**src/rtl/cfg_loader_pkg.sv**
```systemverilog
// Shared constants for the configuration chain loader: FSM encoding,
// default header/timeout sizes and a counter-width helper.
package cfg_loader_pkg;

  localparam int unsigned ID_WIDTH_DEF = 3;
  localparam int unsigned TIMEOUT_DEF  = 1024;

  localparam logic [1:0] ST_IDLE  = 2'd0;
  localparam logic [1:0] ST_HDR   = 2'd1;
  localparam logic [1:0] ST_SHIFT = 2'd2;
  localparam logic [1:0] ST_WAIT  = 2'd3;

  // Width of a down/up counter that must hold values 0..n-1 (never below 1).
  function automatic int unsigned cnt_w(input int unsigned n);
    return (n > 1) ? $clog2(n) : 1;
  endfunction

endpackage

```
**src/rtl/cfg_word_serializer.sv**
```systemverilog
// One-word input buffer in front of a shift register; hands out payload
// bits LSB-first on demand with a zero-bubble reload from the buffer.
module cfg_word_serializer
  import cfg_loader_pkg::*;
#(
  parameter int unsigned WORD_W = 32
) (
  input  logic              clk,
  input  logic              rst,
  input  logic              enable,
  input  logic              flush,
  input  logic              take,
  input  logic              drop,
  input  logic              word_valid,
  output logic              word_ready,
  input  logic [WORD_W-1:0] word_data,
  output logic              avail_c,
  output logic              bit_c
);

  localparam int unsigned CNT_W = $clog2(WORD_W + 1);

  logic [WORD_W-1:0] wbuf;
  logic [WORD_W-1:0] sr;
  logic              wbuf_full;
  logic [CNT_W-1:0]  sr_cnt;
  logic              sr_empty;

  assign sr_empty   = (sr_cnt == '0);
  assign word_ready = enable & ~wbuf_full;
  assign avail_c    = ~sr_empty | wbuf_full;
  // With the shift register drained the next bit comes straight from the buffer.
  assign bit_c      = sr_empty ? wbuf[0] : sr[0];

  always_ff @(posedge clk or posedge rst) begin
    if (rst) begin
      wbuf      <= '0;
      sr        <= '0;
      wbuf_full <= 1'b0;
      sr_cnt    <= '0;
    end else if (flush) begin
      wbuf_full <= 1'b0;
      sr_cnt    <= '0;
    end else begin
      if (take) begin
        if (!sr_empty) begin
          sr     <= sr >> 1;
          sr_cnt <= sr_cnt - CNT_W'(1);
        end else begin
          sr        <= wbuf >> 1;
          sr_cnt    <= CNT_W'(WORD_W - 1);
          wbuf_full <= 1'b0;
        end
      end else if (drop) begin
        sr_cnt <= '0;
      end
      // Accept only into an empty buffer, so this never collides with a buffer pop.
      if (word_valid && word_ready) begin
        wbuf      <= word_data;
        wbuf_full <= 1'b1;
      end
    end
  end

endmodule

```
**src/rtl/cfg_chain_loader.sv**
```systemverilog
// Serial configuration-chain loader: sends a tile-ID header and an
// LSB-first payload, then waits for the frame-start echo or times out.
module cfg_chain_loader
  import cfg_loader_pkg::*;
#(
  parameter int unsigned WORD_W   = 32,
  parameter int unsigned ID_WIDTH = ID_WIDTH_DEF,
  parameter int unsigned LEN_W    = 16,
  parameter int unsigned TIMEOUT  = TIMEOUT_DEF
) (
  input  logic                clk,
  input  logic                crst,
  input  logic                cmd_valid,
  output logic                cmd_ready,
  input  logic [ID_WIDTH-1:0] cmd_id,
  input  logic [LEN_W-1:0]    cmd_len,
  input  logic                word_valid,
  output logic                word_ready,
  input  logic [WORD_W-1:0]   word_data,
  output logic                cfg_in_start,
  output logic                cfg_bit_in,
  input  logic                cfg_out_start,
  output logic                busy,
  output logic                done,
  output logic                err,
  output logic [LEN_W-1:0]    bits_sent
);

  localparam int unsigned HDR_W = cnt_w(ID_WIDTH);
  localparam int unsigned TMO_W = cnt_w(TIMEOUT);

  logic [1:0]          state, state_n;
  logic [ID_WIDTH-1:0] id_sr, id_sr_n;
  logic [HDR_W-1:0]    hdr_cnt, hdr_cnt_n;
  logic [LEN_W-1:0]    len_q, len_n;
  logic [LEN_W-1:0]    bits_n;
  logic [TMO_W-1:0]    wait_cnt, wait_n;
  logic                start_n, bit_n, done_n, err_n;
  logic                take, drop, need_bit;
  logic                ser_avail, ser_bit;

  assign cmd_ready = (state == ST_IDLE);
  assign busy      = ~cmd_ready;

  cfg_word_serializer #(
    .WORD_W (WORD_W)
  ) u_ser (
    .clk        (clk),
    .rst        (crst),
    .enable     (busy),
    .flush      (cmd_ready),
    .take       (take),
    .drop       (drop),
    .word_valid (word_valid),
    .word_ready (word_ready),
    .word_data  (word_data),
    .avail_c    (ser_avail),
    .bit_c      (ser_bit)
  );

  // Next-state logic; registers hold what is driven in the current cycle.
  always_comb begin
    state_n   = state;
    id_sr_n   = id_sr;
    hdr_cnt_n = hdr_cnt;
    len_n     = len_q;
    bits_n    = bits_sent;
    wait_n    = wait_cnt;
    start_n   = 1'b0;
    bit_n     = 1'b0;
    done_n    = 1'b0;
    err_n     = 1'b0;
    take      = 1'b0;
    drop      = 1'b0;
    need_bit  = 1'b0;

    case (state)
      ST_IDLE: begin
        if (cmd_valid) begin
          state_n   = ST_HDR;
          id_sr_n   = cmd_id >> 1;
          hdr_cnt_n = HDR_W'(ID_WIDTH - 1);
          len_n     = cmd_len;
          bits_n    = '0;
          start_n   = 1'b1;
          bit_n     = cmd_id[0];
        end
      end
      ST_HDR: begin
        if (hdr_cnt != '0) begin
          hdr_cnt_n = hdr_cnt - HDR_W'(1);
          bit_n     = id_sr[0];
          id_sr_n   = id_sr >> 1;
        end else if (len_q != '0) begin
          need_bit = 1'b1;
        end else begin
          state_n = ST_WAIT;
          wait_n  = '0;
        end
      end
      ST_SHIFT: begin
        if (bits_sent != len_q) begin
          need_bit = 1'b1;
        end else begin
          state_n = ST_WAIT;
          wait_n  = '0;
          drop    = 1'b1;
        end
      end
      ST_WAIT: begin
        // Echo is checked first so it wins over a coinciding timeout.
        if (cfg_out_start) begin
          done_n  = 1'b1;
          state_n = ST_IDLE;
        end else if (wait_cnt == TMO_W'(TIMEOUT - 1)) begin
          err_n   = 1'b1;
          state_n = ST_IDLE;
        end else begin
          wait_n = wait_cnt + TMO_W'(1);
        end
      end
      default: state_n = ST_IDLE;
    endcase

    // Payload bit slot: emit the next bit or abort on underrun.
    if (need_bit) begin
      if (ser_avail) begin
        state_n = ST_SHIFT;
        take    = 1'b1;
        bit_n   = ser_bit;
        bits_n  = bits_sent + LEN_W'(1);
      end else begin
        err_n   = 1'b1;
        state_n = ST_IDLE;
      end
    end
  end

  always_ff @(posedge clk or posedge crst) begin
    if (crst) begin
      state        <= ST_IDLE;
      id_sr        <= '0;
      hdr_cnt      <= '0;
      len_q        <= '0;
      bits_sent    <= '0;
      wait_cnt     <= '0;
      cfg_in_start <= 1'b0;
      cfg_bit_in   <= 1'b0;
      done         <= 1'b0;
      err          <= 1'b0;
    end else begin
      state        <= state_n;
      id_sr        <= id_sr_n;
      hdr_cnt      <= hdr_cnt_n;
      len_q        <= len_n;
      bits_sent    <= bits_n;
      wait_cnt     <= wait_n;
      cfg_in_start <= start_n;
      cfg_bit_in   <= bit_n;
      done         <= done_n;
      err          <= err_n;
    end
  end

endmodule

```
**config.mk**
```make
export PLATFORM = sky130hd
export DESIGN_NAME = cfg_chain_loader
export DESIGN_NICKNAME = d
export VERILOG_FILES = /design/src/rtl/cfg_loader_pkg.sv /design/src/rtl/cfg_word_serializer.sv /design/src/rtl/cfg_chain_loader.sv
export SDC_FILE = /design/constraint.sdc
export NUM_CORES = 1
export LEC_CHECK = 0
export BUFFER_PORTS_ARGS = -buffer_cell sky130_fd_sc_hd__buf_2
export CORE_AREA = 2 2 116 118
export CTS_CLUSTER_DIAMETER = 40
export DETAILED_ROUTE_END_ITERATION = 16
export DIE_AREA = 0 0 118 120
export GPL_TIMING_DRIVEN = 0
export PLACE_DENSITY = 0.7
export SLEW_MARGIN = 20
export SYNTH_ARGS = -nofsm -noshare
export SYNTH_HDL_FRONTEND = slang
export SYNTH_SLANG_ARGS = --single-unit
```
**constraint.sdc**
```tcl
create_clock -name clk -period 3.82 [get_ports clk]
set_input_delay 0.764 -clock clk [delete_from_list [all_inputs] [get_ports clk]]
set_output_delay 0.764 -clock clk [all_outputs]
set_load 0.02 [all_outputs]
```
# == Word level (Yosys, flattened, before mapping) ==
# Index checks and enable logic that the tools add are counted.
# Widths: inputs -> output; s select.
# word_totals
reg_bits,124
in_bits,56
output_inout_bits,23
elab_cells,114
# classes
n_addsub,4
eq_ne,17
n_mux,57
bitwise_logic,5
reduce_logical,17
# op_table
cell,count
$mux 16,4
$mux 10,5
$mux 31,1
$pmux 10 s3,1
$mux 1,25
$mux 6,4
$mux 2,10
$add 16x1->16 const B,1
$ne 16x16->1,1
$reduce_bool 16->1,1
$ne 2x2->1 const B,7
$reduce_bool 3->1,4
$add 10x1->10 const B,1
$eq 10x10->1 const B,1
$ne 3x3->1 const B,3
$pmux 2 s4,1
$reduce_and 2->1,4
$logic_not 6->1,1
$mux 3,2
$pmux 3 s2,1
$reduce_and 6->1,1
$sub 6x1->6 const B,1
$reduce_and 5->1,1
$eq 2x2->1 const B,2
13 further kinds,17

# == Logic depth before layout (Yosys ltp) ==
# Gate-level depths: netlist of the first run.
# depth
ltp_word,8
mapped_depth,9
depth_no_buf,7

# == Cells and area by module ==
# Synthesis of the first run repeated with hierarchy kept, for this count alone.
# hier_totals
hier_cells,599
hier_area_um2,6019.5
# by_module_without_submodules
mod,instances,cells_each,area_each_um2,seq_area_each_um2
cfg_word_serializer,1,290,3079.2,1751.7
cfg_chain_loader,1,309,2940.3,1301.2

# == Worst setup path after synthesis of the first run ==
# Ideal clock, no wire load.
# synth_path
path_kind,flip-flop to flip-flop
from,reg state[0]
to,reg u_ser.wbuf[0]
setup_time_ns,0.125
t_arrival_ns,2.210
t_required_ns,3.695
setup_slack_ns,1.486
path_stages_with_launch,8
path_buffers,2
synth_period_minus_slack_ns,2.334
cell_sequence,dfrtp_1 -> inv_1 -> ha_1 -> nor2_1 -> and2_1 -> clkbuf_1 -> buf_1 -> mux2_2
# synth_via
elab_chain_cells,5
# synth_rtl
item,line_no,text
from (decl),cfg_chain_loader.sv:32,"logic [1:0] state, state_n;"
from (signal assigned),cfg_chain_loader.sv:152,state <= state_n;
$logic_not 2->1,cfg_chain_loader.sv:42,assign cmd_ready = (state == ST_IDLE);
named net cmd_ready,cfg_chain_loader.sv:14,"output logic cmd_ready,"
$not 1->1 (no source line),--,
$and 1x1->1,cfg_word_serializer.sv:30,assign word_ready = enable & ~wbuf_full;
named net word_ready,cfg_chain_loader.sv:18,"output logic word_ready,"
$logic_and 1x1->1,cfg_word_serializer.sv:58,if (word_valid && word_ready) begin
$reduce_and 2->1 (no source line),--,
to (signal assigned),cfg_word_serializer.sv:59,wbuf <= word_data;
to (decl),cfg_word_serializer.sv:23,logic [WORD_W-1:0] wbuf;
# The timed path passes the listed nets, and every way through them passes these cells.
# A chain may end at the register's enable or synchronous reset.

# == Worst setup path after layout of the first run ==
# layout_path
from,reg state[1]
to,reg u_ser.sr[14]
# layout_via
elab_chain_cells,4
word_cells_on_any_way,7
cone_classes,eq/ne (2); mux (2); bitwise (1); reduce/logical (2)
# layout_rtl
item,line_no,text
$eq 2x2->1 or $eq 2x1->1 (tied branches),cfg_chain_loader.sv:77,case (state)
$pmux 1 s2,cfg_chain_loader.sv:77,
$mux 1,cfg_chain_loader.sv:126,if (need_bit) begin
$reduce_and 2->1 (no source line) (*),--,
to (signal assigned),cfg_word_serializer.sv:47,sr <= sr >> 1;
to (signal assigned),cfg_word_serializer.sv:50,sr <= wbuf >> 1;
to (decl),cfg_word_serializer.sv:24,logic [WORD_W-1:0] sr;
# Mark *: on every way between the ends. The rest lies on a longest branch, timed or not.

==> flow_summary.toml, run 1 <==
[status]
status = "completed"

[floorplanning]
coreArea_um2 = 12980
start_util = 0.4847
ios = 79
fp-row-count = 42
die_area_um2 = 14160
fp.dieW_um = 118
die_height_um = 120

[synthesis]
synth_edf_count = 0
synth_async_sr_flop_share = 1.000
ys_types = 64
synth_flop_cell = "dfrtp_1"
synthCells = 581
synth.area.top_cells = "dfrtp_1 49%, mux2_2 8.8%, nand2_1 7.3%"
netlist_area_um2 = 6291
yosysWarnings = 0
yosysSeqAreaShare = 0.4853
yosysTopAreaCellShare = 0.4853
avgSynthCellArea_um2 = 10.83
synth_largest_area_cell = "dfrtp_1"
synth.net_count = 647
synth.ff_latch_count = 122

[place]
portBuffers = 78
dp_slack_ns = 1.012
post-dp-hpwl_mm = 9.749
gp_congestion = 0.8252

[grt]
grt_pass1_wl_mm = 23.36
grt_usage = 0.2065
grt_max_degree = 34
grt_pass1_vias = 4840
antenna_found_initial = 0
grt.overflow.total = 0

[sta]
clock_skew_ns = 0.009441
setup_violations = 0
slew_headroom = 0.4381
hold_viol_final = 0
setup_tns_ns = 0
slew_viol_final = 0
worst_slew_pin_slew_ns = 0.8429
fin_crit_ns = 2.805
fin_crit_sh = 0.7342
fin_ws_ns = 1.015
fmax_mhz = 356.5
rsz0062_at_grt = "false"

[clocking]
hold_buffers = 0
cts_tree = "yes"
post_cts_resize_count = 0
cts_setup_buffers = 0
cts_sinks = 122
clk_pin_slew_ns = 0.06
cts_buffer_depth = 2
cts_buffers = 17
clkLatencyLatePin_ns = 0.42
clock-root-buffer = "clkbuf_16"
htreeDepth = 4

[power_and_ir_drop]
vdd_drop_max_mv = 0.4918
seqPwrFrac = 0.335
p_per_area_nw_per_um2 = 891.5
p_int_mw = 4.232
p_comb_frac = 0.418
switchingPower_mw = 2.562
sw_frac_of_total = 0.3771
p_leak_nw = 3.519
p_clk_frac = 0.248
totalPowerFinal_mw = 6.794

[critical_path]
worstSetupStartpointType = "register"
cp_max_fo = 10
worst-setup-path-type = "register to register"
crit_arrival_ns = 3.11
required_ns = 4.13
crit_path_end_kind = "register"

[layout]
drive_gt1_frac = 0.3165
final_nets = 748
syn_to_final_growth_pct = 21.14
num_antenna_cells = 0

[routing]
wire_per_inst_um = 15.95
drt_iter0_markers = 294
postRouteWirelength_mm = 13.89
ant_nets = 0
drc = 0
drt_first_pass_iters = 5
via_count = 4727
viasPerCell = 5.427

[flow_run]
max_cap_violations = 0

[hold_path]
hold_path_class = "input port to async pin"
worst paths after layout:
| check | from | to | slack [ns] | cells after the start |
|---|---|---|---|---|
| max in group asynchronous | crst | u_ser.sr[0]$_DFFE_PP0P_ | 2.79 | 4 |
| min in group clk | u_ser.sr[0]$_DFFE_PP0P_ | u_ser.sr[0]$_DFFE_PP0P_ | 0.51 | 1 |
| worst max register to register | state[1]$_DFFE_PP0P_ | u_ser.sr[14]$_DFFE_PP0P_ | 1.02 | 9 |
| worst min register to register | u_ser.sr[0]$_DFFE_PP0P_ | u_ser.sr[0]$_DFFE_PP0P_ | 0.51 | 1 |
| worst min-delay path | crst | u_ser.sr[24]$_DFFE_PP0P_ | 0.34 | 2 |
| worst max-delay path | state[1]$_DFFE_PP0P_ | u_ser.sr[14]$_DFFE_PP0P_ | 1.02 | 9 |
registers in the layout, summed over array words and instances (netlist names), 6 cells and up:
| register | count |
|---|---|
| bits_sent | 16 |
| len_q | 16 |
| u_ser.sr | 31 |
| u_ser.sr_cnt | 6 |
| u_ser.wbuf | 32 |
| wait_cnt | 10 |
worst max-delay path, stage by stage, from the launching register on:
cell and delay (ns):
dfrtp_1 0.42, inv_1 0.14, ha_1 0.16, buf_2 0.19
nand2_1 0.13, a41oi_2 0.41, inv_1 0.16, a211oi_2 0.49
buf_6 0.26, mux2_4 0.32
final cells by class:
type	instances	area [um^2]
Fill cell	1085	5359
Sequential cell	122	3053
Multi-Input combinational cell	401	2995
Timing Repair Buffer	82	470.5
Clock buffer	20	466.7
Tap cell	176	220.2
Clock inverter	12	161.4
Buffer	26	130.1
Inverter	32	123.9
cells by family after synthesis:
group | Yosys count | share of synthesized area
compound gates | 79 | 0.1050
flops | 122 | 0.4853
buf+inv | 58 | 0.03978
fa+ha+maj | 10 | 0.01989
xor+xnor | 21 | 0.02924
mux | 89 | 0.1744
simple gates | 202 | 0.1464
layer usage:
metal	wire length, um	global-route usage
met1	6226	0.2625
met2	6864	0.3416
met3	563	0.05466
met4	238	0.07380
met5	0	0
placed cells by master, fill, tap and decap left out, types with 4 or more instances in the layout:
cell type   Yosys  layout
nand2_1       122     122
dfrtp_1       122     122
buf_2           5      83
mux2_2         49      49
inv_1          30      29
mux2_4         29      29
xnor2_1        20      20
clkbuf_16       0      17
nor2_1         16      16
nand4_1        15      15
clkbuf_1       14      14
o21ai_0        12      12
o221ai_1       11      11
mux2i_1        11      11
ha_1           10      10
nand3_1         9       9
nor4_1          7       7
o2111ai_1       7       7
a32o_1          6       6
and2_1          5       5
nand2b_1        5       5
o22ai_1         4       4
or3_1           4       4
or2_2           4       4
nor3_1          4       4
clkinvlp_4      0       4
buf_12          0       4
Yosys cell counts (4+ instances only):
cell and count:
or3_1 4, dfrtp_1 122, nor2_1 16, o21ai_0 12, nor4_1 7, nand4_1 15
a32o_1 6, or2_2 4, nand3_1 9, buf_2 5, o22ai_1 4, inv_1 30
mux2i_1 11, and2_1 5, mux2_2 49, xnor2_1 20, nand2b_1 5, nand2_1 122
clkbuf_1 14, o221ai_1 11, nor3_1 4, o2111ai_1 7, ha_1 10, mux2_4 29
per-stage QoR:
step / cell area (um^2) / util / hold WS, ns / instances
floorplan: 6295 / - / 0.4598 / 581
global placement: 6905 / 0.5320 / 0.4737 / 835
detailed placement: 6985 / 0.5382 / 0.4920 / 839
CTS: 7614 / 0.5866 / 0.3406 / 871
global route: 7621 / 0.5871 / 0.3525 / 871
finish: 7621 / 0.5871 / 0.3368 / 871
power by group through the flow:
stage	clock network, mW	registers (mW)	logic (mW)
6_report	1.68	2.28	2.84
5_1_grt	1.77	2.34	3.13
4_1_cts	1.71	2.27	2.85
3_5_place_dp	0	2.28	2.80
3_3_place_gp	0	2.26	2.68
2_1_floorplan	0	2.24	2.15
(Power assumes the default switching activity.)
==> run 2: changes to the inputs <==
--- a/config.mk
+++ b/config.mk
@@ -5,11 +5,12 @@
 export SDC_FILE = /design/constraint.sdc
 export NUM_CORES = 1
 export LEC_CHECK = 0
+export ABC_AREA = 1
 export BUFFER_PORTS_ARGS = -buffer_cell sky130_fd_sc_hd__buf_2
-export CORE_AREA = 2 2 116 118
+export CORE_AREA = 2 2 118 120
 export CTS_CLUSTER_DIAMETER = 40
 export DETAILED_ROUTE_END_ITERATION = 16
-export DIE_AREA = 0 0 118 120
+export DIE_AREA = 0 0 120 122
 export GPL_TIMING_DRIVEN = 0
 export PLACE_DENSITY = 0.7
 export SLEW_MARGIN = 20
==> constraint.sdc (replaced) <==
create_clock -name clk -period 2.5 [get_ports clk]
set_input_delay 0.5 -clock clk [delete_from_list [all_inputs] [get_ports clk]]
set_output_delay 0.5 -clock clk [all_outputs]
set_load 0.02 [all_outputs]
==> run 2 against run 1 <==
Die area rose by 3.4%. Final area up 3.5%. Cell count up 29%. Hold slack lost 0.25 ns. Sequential share of layout area decreased by 1.4 points. Flip-flop and latch count unchanged. Setup slack got worse by 0.85 ns. Count of clock-buffer cells in the layout is the same. Critical path depth shrank 4. Total power rose by 44%. Synthesized cell count up 42%.
==> flow_summary.toml, run 2 <==
[layout]
final_nets = 995
nFillCells = 1271
final_cell_mix = "325 x nand2_1, 122 x dfrtp_1, 90 x buf_2"
drive_gt1_frac = 0.2102
reg_top3 = "u_ser.wbuf x32, u_ser.sr x31"
largest-register = "u_ser.wbuf"
stdcell_count = 1122
num_antenna_cells = 0
final_area_um2 = 7891
layout_commonest_cell = "nand2_1"
largest_register_ffs = 32
syn_to_final_growth_pct = 20.80

[sta]
fin_crit_sh = 0.9325
rsz0062_at_grt = "false"
hold_viol_final = 0
fin_ws_ns = 0.1688
fin_crit_ns = 2.331
setup_violations = 0
clock_skew_ns = 0.007865
worst_slew_pin_slew_ns = 0.4555
slew_viol_final = 0
setup_tns_ns = 0
fmax_mhz = 429.0
slew_headroom = 0.6963

[synthesis]
yosys.area_share.adder = 0.01915
synth-simple-area-share = 0.3019
synth_compound_area_frac = 0.06244
synth_flop_cell = "dfrtp_1"
yosys.cell_count.top_type = "nand2_1"
yosysWarnings = 0
synth.net_count = 893
netlist_area_um2 = 6533
synth.area.mux_share = 0.05325
yosysTopAreaCellShare = 0.4673
synth_top_family_by_area = "simple AND/OR/NAND/NOR gates"
avgSynthCellArea_um2 = 7.899
synth.area.top_cells = "dfrtp_1 47%, nand2_1 19%, mux2_2 5.2%"
synthCells = 827
synth-xor-area-share = 0.02816
synth_async_sr_flop_share = 1.000
yosysSeqAreaShare = 0.4673
synth.ff_latch_count = 122
synth_edf_count = 0
synth_largest_area_cell = "dfrtp_1"
ys_types = 39
synth_common_cells = "325 x nand2_1, 122 x dfrtp_1, 58 x inv_1"

[routing]
drc = 0
drt_first_pass_iters = 5
viasPerCell = 4.939
postRouteWirelength_mm = 14.93
wire_per_inst_um = 13.31
drt_iter0_markers = 303
via_count = 5542
ant_nets = 0

[critical_path]
cp_max_fo = 10
required_ns = 2.00
crit_start = "state[0]$_DFFE_PP0P_"
r2r_start = "state[1]$_DFFE_PP0P_"
crit_path_end_kind = "output port"
worst-setup-path-type = "register to output port"
rrSetupSlack_ns = 0.35
crit_arrival_ns = 1.83
crit_end = "busy"
r2r-end = "u_ser.sr[17]$_DFFE_PP0P_"
reg2regPathDepth = 8
worstSetupStartpointType = "register"

[grt]
grt_pass1_vias = 5286
grt_pass1_wl_mm = 25.47
grt_usage = 0.2202
antenna_found_initial = 0
grt.overflow.total = 0
grt_max_degree = 27

[place]
post-dp-hpwl_mm = 10.83
portBuffers = 78
dp_cells = 1090
dp_slack_ns = -0.1478
place_area_um2 = 7274
gp_congestion = 0.8394

[clocking]
cts_tree = "yes"
htreeDepth = 4
cts_sinks = 122
cts_buffer_depth = 2
cts_buffers = 17
clock-root-buffer = "clkbuf_16"
clkLatencyLatePin_ns = 0.42
clk_pin_slew_ns = 0.06

[floorplanning]
die_area_um2 = 14640
start_util = 0.4837
coreArea_um2 = 13500
fp.dieW_um = 120
ios = 79
die_height_um = 122
fp-row-count = 43

[flow_run]
max_cap_violations = 0

[power_and_ir_drop]
totalPowerFinal_mw = 9.810
p_leak_nw = 4.042
p_per_area_nw_per_um2 = 1243
vdd_drop_max_mv = 0.7369

[status]
status = "completed"

[hold_path]
hold_path_class = "input port to async pin"
[run 2: changes by cell type in the layout (fill, tap and decap cells not counted), sizes merged, moves of 16 or more]
cell,change
inv,+38
mux2,-48
nand2,+208
nand3,+22
nand4,+27
nor2,+23
o21ai,+48
xnor2,-16
xor2,+16
[run 2: how the worst min path moves through the flow]
| stage | endpoint | slack, ns | start | cells past startpoint |
|---|---|---|---|---|
| 6_report | u_ser.wbuf[22]$_DFFE_PP0P_ | 0.09 | crst | 2 |
| 5_1_grt | u_ser.wbuf[24]$_DFFE_PP0P_ | 0.11 | crst | 2 |
| 4_1_cts | u_ser.wbuf[24]$_DFFE_PP0P_ | 0.09 | crst | 2 |
| 3_5_place_dp | u_ser.sr[4]$_DFFE_PP0P_ | 0.47 | u_ser.sr[4]$_DFFE_PP0P_ | 2 |
| 3_3_place_gp | u_ser.sr[5]$_DFFE_PP0P_ | 0.46 | u_ser.sr[5]$_DFFE_PP0P_ | 2 |
| 2_1_floorplan | u_ser.sr[0]$_DFFE_PP0P_ | 0.45 | u_ser.sr[0]$_DFFE_PP0P_ | 2 |
[run 2: what timing repair did]
item,in CTS,in global routing
hold buffers,0,0
resized for setup,2,1
endpoints found under the setup margin,1,1
cloned,0,0
buffers inserted,1,0
[run 2: power by group]
group	switching (mW)	internal, mW	leakage [nW]
Combinational	2.62	1.49	2.22
Sequential	0.473	2.75	1.54
Clock	0.932	1.56	0.286
[run 2: routing by layer]
| layer | track usage | share of wire | up-vias |
|---|---|---|---|
| met2 | 0.3469 | 0.46 | 116 |
| met4 | 0.07206 | 0.012 | 0 |
| met3 | 0.04588 | 0.044 | 17 |
| li1 | - | - | 2868 |
| met1 | 0.3051 | 0.48 | 2541 |
| met5 | 0 | 0 | - |
[run 2: per-stage QoR]
stage / utilization / hold slack (ns)
floorplan: - / 0.4488
global placement: 0.5296 / 0.4629
detailed placement: 0.5387 / 0.4654
CTS: 0.5842 / 0.08664
global route: 0.5844 / 0.1112
finish: 0.5844 / 0.09117
[run 2: cells by family after synthesis]
group | Yosys count
flops | 122
fa+ha+maj | 10
xor+xnor | 21
compound gates | 73
buf+inv | 107
mux | 31
simple gates | 463
[run 2: layout make-up]
type	instances	area, um^2	area share
flip-flops and latches	122	3053	0.3869
inverters	69	266.5	0.03377
well taps	180	225.2	0.02854
multi-input cells	598	3039	0.3851
clock inverters	12	138.9	0.01760
repair buffers	84	520.5	0.06596
plain buffers	37	181.4	0.02299
clock buffers	20	466.7	0.05914
[run 2: worst max-delay path: stages, from the launching register on]
cell and delay [ns]:
dfrtp_1 0.40, inv_1 0.14, ha_2 0.33, clkinvlp_4 0.13, clkbuf_2 0.21, buf_2 0.21
==> run 3: changes to the inputs <==
--- a/config.mk
+++ b/config.mk
@@ -5,12 +5,11 @@
 export SDC_FILE = /design/constraint.sdc
 export NUM_CORES = 1
 export LEC_CHECK = 0
-export ABC_AREA = 1
 export BUFFER_PORTS_ARGS = -buffer_cell sky130_fd_sc_hd__buf_2
-export CORE_AREA = 2 2 118 120
+export CORE_AREA = 2 2 116 118
 export CTS_CLUSTER_DIAMETER = 40
 export DETAILED_ROUTE_END_ITERATION = 16
-export DIE_AREA = 0 0 120 122
+export DIE_AREA = 0 0 118 120
 export GPL_TIMING_DRIVEN = 0
 export PLACE_DENSITY = 0.7
 export SLEW_MARGIN = 20
==> run 3 against run 2 <==
Cell count is 22% lower. Critical endpoint is now u_ser.sr[14]$_DFFE_PP0P_. Combinational power is 9.3% higher. Wire length is 6.1% lower. Flip-flop and latch count stayed put. Clock skew hardly changed. Largest cell class is now multi-input combinational cells. Highest routed layer unchanged. Global-route usage is 1.2 points lower. Fmax is 2.1% lower. Register-to-register slack worse by 0.23 ns.
==> flow_summary.toml, run 3 (synthesis gave the netlist of run 1 again) <==
[routing]
postRouteWirelength_mm = 14.03
ant_nets = 0
drt_iter0_markers = 345
via_count = 4774
drc = 0
viasPerCell = 5.456
drt_first_pass_iters = 4
wire_per_inst_um = 16.03

[critical_path]
path_cells = "inv_1 > ha_1 > or4b_4 > o31a_4 > inv_2 > a211oi_4 > buf_4 > buf_6 > mux2_4"
required_ns = 2.81
worst-setup-path-type = "register to register"
max_stage_delay_ns = 0.50
cp_top_family = "buffers and inverters"
critPathBufInv = 4
cp_max_fo = 10
slowest_stage = "or4b_4"
worstSetupStartpointType = "register"
crit_arrival_ns = 2.69
crit_path_end_kind = "register"

[layout]
largest_register_ffs = 32
final_nets = 752
drive_gt1_frac = 0.3419
num_antenna_cells = 0
syn_to_final_growth_pct = 22.83
final_cell_mix = "122 x nand2_1, 122 x dfrtp_1, 85 x buf_2"
largest-register = "u_ser.wbuf"
reg_top3 = "u_ser.wbuf x32, u_ser.sr x31"

[floorplanning]
ios = 79
die_height_um = 120
coreArea_um2 = 12980
die_area_um2 = 14160
start_util = 0.4847
fp.dieW_um = 118
fp-row-count = 42

[power_and_ir_drop]
vdd_drop_max_mv = 0.7534
p_leak_nw = 3.568
totalPowerFinal_mw = 10.55
p_per_area_nw_per_um2 = 1366

[clocking]
clk_pin_slew_ns = 0.06
cts_buffer_depth = 2
cts_tree = "yes"
cts_sinks = 122
clock-root-buffer = "clkbuf_16"
clkLatencyLatePin_ns = 0.42
htreeDepth = 4
cts_buffers = 17

[place]
gp_congestion = 0.8252
portBuffers = 78
post-dp-hpwl_mm = 9.749

[flow_run]
max_cap_violations = 0

[hold_path]
hold_path_class = "input port to async pin"

[grt]
grt_max_degree = 34
grt_pass1_wl_mm = 23.43
grt_usage = 0.2078
antenna_found_initial = 0
grt_pass1_vias = 4840
grt.overflow.total = 0

[sta]
setup_tns_ns = 0
rsz0062_at_grt = "true"
clock_skew_ns = 0.007926
fin_crit_ns = 2.381
holdWs_ns = 0.07131
worst_slew_pin_slew_ns = 0.7377
setup_violations = 0
fin_crit_sh = 0.9523
slew_headroom = 0.5074
slew_viol_final = 0
hold_viol_final = 0
fmax_mhz = 420.0

[status]
status = "completed"
-- run 3: cell types whose count changed in the layout (fill, tap and decap cells not counted), sizes merged, moves of 11 or more --
cell / delta
o21ai: -48
nand4: -27
nor2: -23
nand3: -22
inv: -38
xnor2: +16
xor2: -16
o221ai: +11
nand2: -208
mux2: +48
-- run 3: what timing repair did --
action / CTS / global route
endpoints found under the setup margin: 64 / 59
pin swaps: 1 / 2
hold buffers: 0 / 0
setup buffers: 2 / 2
gates resized for setup: 12 / 10
cloned: 0 / 0
hold endpoints to repair: 0 / 0
-- run 3: stage by stage --
step / std cells / util / setup slack, ns / cell area [um^2]
finish: 875 / 0.5953 / 0.1192 / 7727
detailed placement: 839 / 0.5382 / -0.3083 / 6985
global placement: 835 / 0.5320 / -0.2537 / 6905
floorplan: 581 / - / 0.1656 / 6295
CTS: 873 / 0.5918 / 0.02243 / 7681
global route: 875 / 0.5953 / -0.001633 / 7727
-- run 3: final timing paths --
path / from / to / slack (ns) / depth (start not counted)
min in group clk: word_data[17] / u_ser.wbuf[17]$_DFFE_PP0P_ / 0.30 / 2
setup reg to reg: u_ser.sr_cnt[1]$_DFFE_PP0P_ / u_ser.sr[14]$_DFFE_PP0P_ / 0.12 / 9
hold / removal: crst / wait_cnt[0]$_DFFE_PP0P_ / 0.07 / 2
max in group asynchronous: crst / u_ser.sr[27]$_DFFE_PP0P_ / 1.74 / 4
hold reg to reg: u_ser.wbuf[20]$_DFFE_PP0P_ / u_ser.wbuf[20]$_DFFE_PP0P_ / 0.51 / 1
setup / recovery: u_ser.sr_cnt[1]$_DFFE_PP0P_ / u_ser.sr[14]$_DFFE_PP0P_ / 0.12 / 9
-- run 3: report_power, final --
part	switching [mW]	internal [mW]	leakage [nW]
Sequential	0.698	2.80	1.54
Combinational	2.38	2.09	1.73
Clock	0.920	1.65	0.299
Total	4.00	6.55	3.57
-- run 3: final cells by class --
type,count,area [um^2]
fill,1071,5253
buffer,26,140.1
tap,176,220.2
sequential,122,3053
clock buffer,20,466.7
multi-input combinational,401,3060
clock inverter,12,161.4
timing repair buffer,86,500.5
inverter,32,125.1
-- run 3: layer usage --
metal	part of all wire	GRT usage	vias up	routed length [um]
met3	0.043	0.05513	27	600
met5	0	0	-	0
met4	0.018	0.07756	0	252
met1	0.45	0.2635	2350	6260
met2	0.49	0.3427	110	6911
li1	-	-	2287	-
